## config.mk

```make
export PLATFORM = sky130hd
export DESIGN_NAME = mem_arbiter
export DESIGN_NICKNAME = d
export VERILOG_FILES = /design/src/rtl/cpu_types_pkg.sv /design/src/rtl/mem_arbiter_arb_pick.sv /design/src/rtl/mem_arbiter.sv
export SDC_FILE = /design/constraint.sdc
export NUM_CORES = 1
export LEC_CHECK = 0
export BUFFER_PORTS_ARGS = -buffer_cell sky130_fd_sc_hd__buf_2
export CAP_MARGIN = 10
export CORE_AREA = 5 5 167 169
export CTS_CLUSTER_SIZE = 12
export DETAILED_ROUTE_END_ITERATION = 10
export DIE_AREA = 0 0 172 174
export SKIP_CTS_REPAIR_TIMING = 1
export SYNTH_ARGS = -nofsm -noshare
export SYNTH_HDL_FRONTEND = slang
export SYNTH_SLANG_ARGS = --single-unit
```

## constraint.sdc

```tcl
create_clock -name CLK -period 1.5 [get_ports CLK]
set_clock_uncertainty 0.05 [all_clocks]
set_input_delay 0.15 -clock CLK [delete_from_list [all_inputs] [get_ports CLK]]
set_output_delay 0.15 -clock CLK [all_outputs]
set_load 0.1 [all_outputs]
```

## src/rtl/cpu_types_pkg.sv

```systemverilog
// cpu_types_pkg -- shared types and constants for the memory arbiter slice.
//   word_t      : 32-bit machine word
//   ramstate_t  : RAM handshake state (FREE/BUSY/ACCESS/ERROR)
//   arb_state_t : arbiter FSM state (IDLE/OWN)
//   IBURST/DBURST : ACCESS beats per instruction/data grant
package cpu_types_pkg;
   typedef logic [31:0] word_t;

   typedef enum logic [1:0] {
      FREE   = 2'b00,
      BUSY   = 2'b01,
      ACCESS = 2'b10,
      ERROR  = 2'b11
   } ramstate_t;

   typedef enum logic {
      IDLE = 1'b0,
      OWN  = 1'b1
   } arb_state_t;

   localparam int unsigned N_CPU  = 2;
   localparam logic [1:0]  IBURST = 2'd1;
   localparam logic [1:0]  DBURST = 2'd2;

   function automatic logic [1:0] burst_len(input logic is_data);
      return is_data ? DBURST : IBURST;
   endfunction
endpackage

```

## src/rtl/mem_arbiter_arb_pick.sv

```systemverilog
// arb_pick -- combinational winner selection for mem_arbiter.
//   iREN/dREN/dWEN : per-CPU request vectors
//   last_cpu       : CPU served by the previous grant (the other one wins a tie)
//   valid          : at least one request pending
//   cpu            : winning CPU index
//   is_data        : winner is served as a data request (data beats instruction)
module arb_pick
   import cpu_types_pkg::*;
(
   input  logic [N_CPU-1:0] iREN,
   input  logic [N_CPU-1:0] dREN,
   input  logic [N_CPU-1:0] dWEN,
   input  logic             last_cpu,
   output logic             valid,
   output logic             cpu,
   output logic             is_data
);
   logic [N_CPU-1:0] d_req;
   logic [N_CPU-1:0] any_req;

   always_comb begin
      d_req   = dREN | dWEN;
      any_req = d_req | iREN;
      valid   = |any_req;
      cpu     = 1'b0;
      if (any_req[0] && any_req[1])
         cpu = ~last_cpu;
      else if (any_req[1])
         cpu = 1'b1;
      is_data = d_req[cpu];
   end
endmodule

```

## src/rtl/mem_arbiter.sv

```systemverilog
// mem_arbiter -- two-CPU instruction/data arbiter onto a single RAM port.
//   CLK, nRST                : clock, asynchronous active-low reset
//   iREN/iaddr               : per-CPU instruction read request/address
//   dREN/dWEN/daddr/dstore   : per-CPU data read/write request, address, word
//   iwait/dwait              : per-CPU stalls (low only on the owner's ACCESS beat)
//   iload/dload              : ramload broadcast to every CPU
//   ramREN/ramWEN/ramaddr/ramstore : RAM request driven from the owner only
//   ramload/ramstate         : RAM read data and handshake state
// Configuration macro ARB_ROUND_ROBIN_EN: round-robin between CPUs when
// defined; otherwise CPU0 always wins and no pointer register exists.
module mem_arbiter
   import cpu_types_pkg::*;
(
   input  logic                  CLK,
   input  logic                  nRST,
   input  logic [N_CPU-1:0]      iREN,
   input  word_t [N_CPU-1:0]     iaddr,
   input  logic [N_CPU-1:0]      dREN,
   input  logic [N_CPU-1:0]      dWEN,
   input  word_t [N_CPU-1:0]     daddr,
   input  word_t [N_CPU-1:0]     dstore,
   output logic [N_CPU-1:0]      iwait,
   output logic [N_CPU-1:0]      dwait,
   output word_t [N_CPU-1:0]     iload,
   output word_t [N_CPU-1:0]     dload,
   output logic                  ramREN,
   output logic                  ramWEN,
   output word_t                 ramaddr,
   output word_t                 ramstore,
   input  word_t                 ramload,
   input  ramstate_t             ramstate
);
   arb_state_t state;
   logic       own_cpu;
   logic       own_data;
   logic [1:0] beats;
   logic       last_cpu;
   logic       pick_valid;
   logic       pick_cpu;
   logic       pick_data;
   logic       own_req;
   logic       drive;

`ifndef ARB_ROUND_ROBIN_EN
   // Pretending CPU1 was always served last makes CPU0 win every tie.
   assign last_cpu = 1'b1;
`endif

   arb_pick u_pick (
      .iREN     (iREN),
      .dREN     (dREN),
      .dWEN     (dWEN),
      .last_cpu (last_cpu),
      .valid    (pick_valid),
      .cpu      (pick_cpu),
      .is_data  (pick_data)
   );

   // Owner still asserting the request class it was granted for.
   assign own_req = own_data ? (dREN[own_cpu] | dWEN[own_cpu]) : iREN[own_cpu];
   assign drive   = (state == OWN) && own_req;

   always_ff @(posedge CLK or negedge nRST) begin
      if (!nRST) begin
         state    <= IDLE;
         own_cpu  <= 1'b0;
         own_data <= 1'b0;
         beats    <= '0;
`ifdef ARB_ROUND_ROBIN_EN
         last_cpu <= 1'b1;
`endif
      end else begin
         case (state)
            IDLE: begin
               if (pick_valid) begin
                  state    <= OWN;
                  own_cpu  <= pick_cpu;
                  own_data <= pick_data;
                  beats    <= '0;
`ifdef ARB_ROUND_ROBIN_EN
                  last_cpu <= pick_cpu;
`endif
               end
            end
            OWN: begin
               if (!own_req) begin
                  state <= IDLE;
                  beats <= '0;
               end else if (ramstate == ACCESS) begin
                  if ((beats + 2'd1) == burst_len(own_data)) begin
                     state <= IDLE;
                     beats <= '0;
                  end else begin
                     beats <= beats + 2'd1;
                  end
               end
            end
            default: state <= IDLE;
         endcase
      end
   end

   // RAM side and stalls follow the live request lines so a dropped request
   // stops RAM traffic in the same cycle.
   always_comb begin
      ramREN   = 1'b0;
      ramWEN   = 1'b0;
      ramaddr  = '0;
      ramstore = '0;
      iwait    = '1;
      dwait    = '1;
      if (drive) begin
         if (own_data) begin
            ramWEN            = dWEN[own_cpu];
            ramREN            = dREN[own_cpu] && !dWEN[own_cpu];
            ramaddr           = daddr[own_cpu];
            ramstore          = dstore[own_cpu];
            dwait[own_cpu]    = (ramstate != ACCESS);
         end else begin
            ramREN            = 1'b1;
            ramaddr           = iaddr[own_cpu];
            iwait[own_cpu]    = (ramstate != ACCESS);
         end
      end
   end

   always_comb begin
      for (int unsigned c = 0; c < N_CPU; c++) begin
         iload[c] = ramload;
         dload[c] = ramload;
      end
   end
endmodule

```

==> summary.txt <==
area grow syn2layout: 113%
CTS Sinks: 5
violated checks: negative setup slack
fraction of layout cells with a size suffix above 1: 84.8%
placeable core area: 0.0264 mm^2
cell area after synthesis: 0.00285 mm^2
reg2reg path depth: 5
Placed Area: 0.00544 mm^2
post-detail-place hpwl: 11100 um
largest net degree at the start of global routing: 34
r2r setup slk: -270 ps
top-count cell post-synth: buf_4
TritonCTS Buffers: 3
maximum root-to-sink buffer count: 2
largest cells by area after synthesis: buf_4, mux2i_1, mux4_2, nor2_1, dfrtp_1
I/O Buffers: 271
CTS tree: done
WS Path Type: flop to primary output
worst-path fanout max: 8
design area: 0.00608 mm^2
CP Data Arrival Time: 1880 ps
most instantiated cells after synthesis: buf_4, mux2i_1, nor2_1
Initial Util: 10.8%
die width: 172 um
GPL Wtd Cong: 0.733
initial detailed-routing violation count: 52
top cell type's share of synthesized area: 35.2%
outcome: complete, but fails checks
Critical Path Sink Type: primary output
max_slew headroom: 78.6%
Reg-to-Reg End: beats[0]$_DFFE_PN0P_
clock-pin slew on the worst setup and hold paths: 30 ps
Reg power frac: 1.6%
vias per std cell: 3.64
Worst-Margin Slew: 312 ps
fin crit share: 139%
WL/cell: 15.5 um
nets: 761
synthesized area per cell: 8.25 um^2
largest area contributor in the netlist: buf_4
final hold viol count: 0
Mapped Cells: 346
Setup Total Neg Slack: -33830 ps
Ys Warns: 0
PD cells: 2960 mW/mm^2
GRT Util Overall: 7.22%
number of global-route vias before repair: 3187
Leak: 0.00263 uW
RSZ-0062 raised after global routing: true
Startpoint Class: flop
I/O pins: 432
die area: 0.0299 mm^2
Synth cell types: 31
Via Count: 3160
Mapped Nets: 580
Clk network pwr share: 2.4%
antenna violations before repair: 3
drt total wl: 13500 um
global route total overflow: 0
fin. max-slew vios: 0
WP data required: 1300 ps
Final Setup Violations: 73
fraction of registers with async set/reset: 100%
Max VDD drop: 1.51 mV
net switching power: 10500 uW
first-pass GRT wire length: 17200 um
hold_ws: 237 ps
fin cells: 868
Yosys reg bits: 5
Die Y: 174 um
Post-Place Worst Slack: -385 ps
row count: 60
max cap viols: 0
CTS Root Cell: clkbuf_16
Post-synth EDFFs: 0
Internal: 7530 uW
Seq/Total Area, Yosys: 4.38%
Synth Flop Type: dfrtp_1
Gate power share: 96.0%
final worst slack: -584 ps
placed cells: 848
first-pass iteration count of the detailed router: 4
DRC errors left: 0
Switching Fraction: 58.2%
Antenna Violating Nets Remaining: 0
Hold WC Path Type: primary input to async pin
H-tree depth: 1
fmax: 0.480 GHz
reg2reg start: own_cpu$_DFFE_PN0P_
Clock Latency Late Sink: 220 ps
Tmin final: 2080 ps
cells by family after synthesis:
| group | Yosys count | share of synthesized area (%) |
|---|---|---|
| multiplexers | 86 | 36.8 |
| buffers and inverters | 154 | 39.3 |
| AO/OA/AOI/OAI | 29 | 7.32 |
| AND/OR/NAND/NOR | 71 | 11.9 |
| flip-flops | 5 | 4.38 |
| XOR/XNOR | 1 | 0.307 |
per-layer routing:
| metal | part of all wire (%) | up-vias | global-route usage [%] | routed length, um |
|---|---|---|---|---|
| met4 | 2.8 | 4 | 2.33 | 377 |
| met2 | 51 | 227 | 12.7 | 6880 |
| met3 | 11 | 48 | 2.73 | 1540 |
| met1 | 34 | 1429 | 7.91 | 4630 |
| li1 | - | 1452 | - | - |
| met5 | 0.20 | - | 0 | 27 |
stage by stage:
stage                     utilization (%)  power (uW)
final                                23.0       18000
after floorplan                         -       12800
after CTS                            20.9       16600
after global placement               20.6       16000
after global routing                 23.0       18600
after detailed placement             20.6       16100
layout make-up:
cell class | count | area, um^2
Tap cell | 341 | 427
Timing Repair Buffer | 326 | 3110
Fill cell | 2853 | 20300
Clock buffer | 4 | 78.8
Sequential cell | 5 | 129
Inverter | 4 | 15.0
Multi-Input combinational cell | 187 | 2320
Antenna cell | 1 | 2.50
worst max-delay path: stages (launching register included):
cell and delay, ps:
dfrtp_4 540, mux2i_1 140, nor2_1 170, nand2_2 100, buf_6 160, buf_12 140, o22ai_4 190, buf_12 210
state kept, by name (all words and copies together), names as in the netlist:
register  cells
beats         2
own_data      1
own_cpu       1
state         1
power groups by stage:
stage	Sequential (uW)	Combinational, uW	Clock (uW)
final	293	17300	433
after CTS	290	15800	443
after detailed placement	291	15800	0
after global placement	287	15700	0
after global routing	302	17900	465
after floorplan	237	12600	0
placed cells by master (no fill, tap or decap), types with 2 or more instances in the layout:
cell type,synthesis,final
or3_4,0,4
mux4_2,15,15
buf_6,4,8
inv_1,4,3
o22ai_4,0,18
clkbuf_16,0,10
nor2_1,39,6
buf_4,134,28
mux2i_2,0,23
buf_16,0,3
buf_12,0,73
and3_4,0,14
nor2_4,0,33
buf_2,9,201
buf_8,0,5
o21ai_0,3,3
mux2i_1,70,47
nand2_1,5,3
nand4b_1,2,2
dfrtp_1,5,4
worst max-delay path by stage:
stage / from / endpoint / slack [ps]
6_report: own_cpu$_DFFE_PN0P_ / ramaddr[13] / -580
5_1_grt: own_cpu$_DFFE_PN0P_ / ramaddr[13] / -690
4_1_cts: own_cpu$_DFFE_PN0P_ / ramaddr[5] / -630
3_5_place_dp: own_cpu$_DFFE_PN0P_ / ramaddr[5] / -390
3_3_place_gp: own_cpu$_DFFE_PN0P_ / ramaddr[16] / -370
2_1_floorplan: own_cpu$_DFFE_PN0P_ / ramaddr[0] / -460
Power figures use the tool's default switching activity.
